[config.mk]
export PLATFORM = sky130hd
export DESIGN_NAME = demux_s
export DESIGN_NICKNAME = d
export VERILOG_FILES = /design/src/rtl/demux_s.sv
export SDC_FILE = /design/constraint.sdc
export NUM_CORES = 1
export LEC_CHECK = 0
export CORE_AREA = 4 4 41 43
export CTS_CLUSTER_SIZE = 24
export DETAILED_ROUTE_END_ITERATION = 10
export DIE_AREA = 0 0 45 47
export PLACE_DENSITY = 0.55
export SLEW_MARGIN = 20
export SYNTH_ARGS = -nofsm -noshare
export SYNTH_HDL_FRONTEND = slang
export SYNTH_SLANG_ARGS = --single-unit
[constraint.sdc]
create_clock -name clk -period 0.8 [get_ports clk]
set_input_delay 0.16 -clock clk [delete_from_list [all_inputs] [get_ports clk]]
set_output_delay 0.16 -clock clk [all_outputs]
set_load 0.005 [all_outputs]
[src/rtl/demux_s.sv]
// Registered 1-to-2**SEL_W demux: q lands on lane `select`, all other lanes are zero.
// Latency 1 clk, one pair per cycle; no backpressure, so inputs are sampled on every edge.
module demux_s #(
  parameter  int SEL_W = 3,
  parameter  int DW    = 1,
  localparam int N     = 2**SEL_W
) (
  input  logic              clk,
  input  logic              rst_n,
  input  logic [SEL_W-1:0]  select,
  input  logic [DW-1:0]     q,
  output logic [N*DW-1:0]   d
);

  logic [N*DW-1:0] d_nxt;

  // Full lane decode: the old lane clears and the new one loads on the same edge.
  always_comb begin
    d_nxt = '0;
    for (int k = 0; k < N; k++) begin
      if (select == SEL_W'(k)) begin
        d_nxt[k*DW +: DW] = q;
      end
    end
  end

  always_ff @(posedge clk or negedge rst_n) begin
    if (!rst_n) begin
      d <= '0;
    end else begin
      d <= d_nxt;
    end
  end

endmodule

==> run metrics <==
DRT antenna net count 0; antenna violations before repair 0; # hold bufs at CTS 0; CP arrival ~0.73 ns; max-slew violations 0; first-pass GRT wire length 979 µm; NumNets Final 41; max FFs per register 8; wire length on met3 ~84 µm; Top Layer Used met3; ANT cells 0; max incr delay on CP between 0.3 and 0.4 ns; Initial Util 0.2279; violated checks setup timing; Fin Setup TNS -0.6196 ns; PwrDens roughly 1800 nW/µm²; Rel. slew slack 0.8407; CP Depth 1; min Tclk post-route ~0.89 ns; syn avg cell area roughly 19 µm²; initial DRC count 3; Mapped Cells 16; register area share after synthesis 0.6751; clock sink total 8; vias in the first global route 198; Worst-path clk slew 0.05 ns; Worst IR Drop VDD ~1100 µV; Routed WL 592 µm; vias per cell about 4.3; Largest delay share family, worst path flip-flops; crit path from d[4]; Slowest-stage cell, CP dfrtp_1; Yosys reg bits 8; largest net degree at the start of global routing 9; port bufs 13; Filler cells 145; P&R area growth vs syn 45.15%; WL met1 around 280 µm; total grt overflow 0; Via Count just over 200; CTS tree done; CP endpoint d[4]; Synth Cell Area 296.5 µm²; worst slew pin tran 0.2389 ns; syn_nets 22; clock buffer count from CTS 3; largest registers d: 8 flops; drt first pass iters 2; crit path max fanout 1; unique cell type count in the Yosys netlist 5; max cap viols 0; Post-Place Cells 45; Layout Cells excl Fill between 40 and 50; clock root buffer clkbuf_4; crit end category output pin; max frequency around 1.1 GHz; RD Place Congestion about 0.65; setup ws final -0.08674 ns; Final Hold Viols 0; CP Class flop to output pin; Die X approximately 45 µm; critical path startpoint category flop; Hold Path Class input pin to asynchronous set/reset pin; pre-CTS setup slack -0.3536 ns; final worst path period share 1.108; commonest non-fill, non-tap cells in the layout 8 x dfrtp_1, 8 x buf_2, 4 x dlygate4sd2_1; Die H between 40 and 50 µm; Buffers & Inverters on Critical Path 1; clock buffer depth 2; YS warnings 0; CP Data Required Time between 0.6 and 0.7 ns; LEAKAGE 0.2301 nW; share of cells above drive strength 1 0.6061; # DRC 0; Total Routing Usage GR 0.06938; DR WL/cell 12.33 µm; total power draw ~790 µW; status finished with violations; Hold Slack ~0.19 ns; met2 wire length about 230 µm; IO Count 14; standard cell core area around 1300 µm²; RSZ-0062 raised after global routing true; die area 2115 µm²; FP Rows 13; H-Tree Depth 1; final number of setup-violating endpoints 8; register with the most flip-flops d; CP Cell Sequence buf_2
==> repair_timing <==
action,4_1_cts,5_1_grt
buffers inserted,0,0
pin swaps,0,0
endpoints found under the setup margin,16,8
gates resized for setup,36,0
==> report_power, final <==
| part | leakage (nW) | total (mW) | switching [mW] | internal [mW] |
|---|---|---|---|---|
| Sequential | 0.110 | 0.417 | 0.00198 | 0.415 |
| Combinational | 0.106 | 0.0718 | 0.0341 | 0.0377 |
| Clock | 0.0138 | 0.300 | 0.128 | 0.171 |
==> routing by layer <==
| metal | global-route usage | up-vias |
|---|---|---|
| met3 | 0.03448 | 0 |
| met1 | 0.08645 | 95 |
| li1 | - | 99 |
| met4 | 0.07018 | 0 |
| met2 | 0.08192 | 12 |
| met5 | 0 | - |
==> layout make-up <==
| cell class | count | area, µm² | share of cell area |
|---|---|---|---|
| clock buffer | 3 | 22.52 | 0.05233 |
| timing repair buffer | 14 | 92.59 | 0.2151 |
| sequential | 8 | 200.2 | 0.4651 |
| multi-input combinational | 8 | 96.34 | 0.2238 |
| tap | 15 | 18.77 | 0.04360 |
==> cell usage after synthesis <==
master	instances	area share
and4_2	1	0.034
and4b_2	3	0.11
and4bb_2	3	0.13
dfrtp_1	8	0.68
nor4b_2	1	0.051
==> cells by family (layout without fill, tap and decap cells) <==
group         after synthesis  in the layout  share of synthesized area
simple gates                8              8                     0.3249
flops                       8              8                     0.6751
buf+inv                     0             17                          0
==> worst min path at each step <==
| stage | startpoint | endpoint | slack [ns] | depth (start not counted) |
|---|---|---|---|---|
| floorplan | rst_n | d[0] | -0.14 | 0 |
| global placement | rst_n | d[3] | 0.45 | 2 |
| detailed placement | rst_n | d[3] | 0.45 | 2 |
| CTS | rst_n | d[0] | 0.19 | 2 |
| global route | rst_n | d[2] | 0.21 | 2 |
| finish | rst_n | d[0] | 0.19 | 2 |
==> per-stage QoR <==
stage                       util  instance area (µm²)
after detailed placement  0.3481                452.9
final                     0.3308                430.4
after global placement    0.3481                452.9
after CTS                 0.3308                430.4
after global routing      0.3308                430.4
after floorplan                -                296.5
Note: power is estimated with default switching activity, not from simulation.
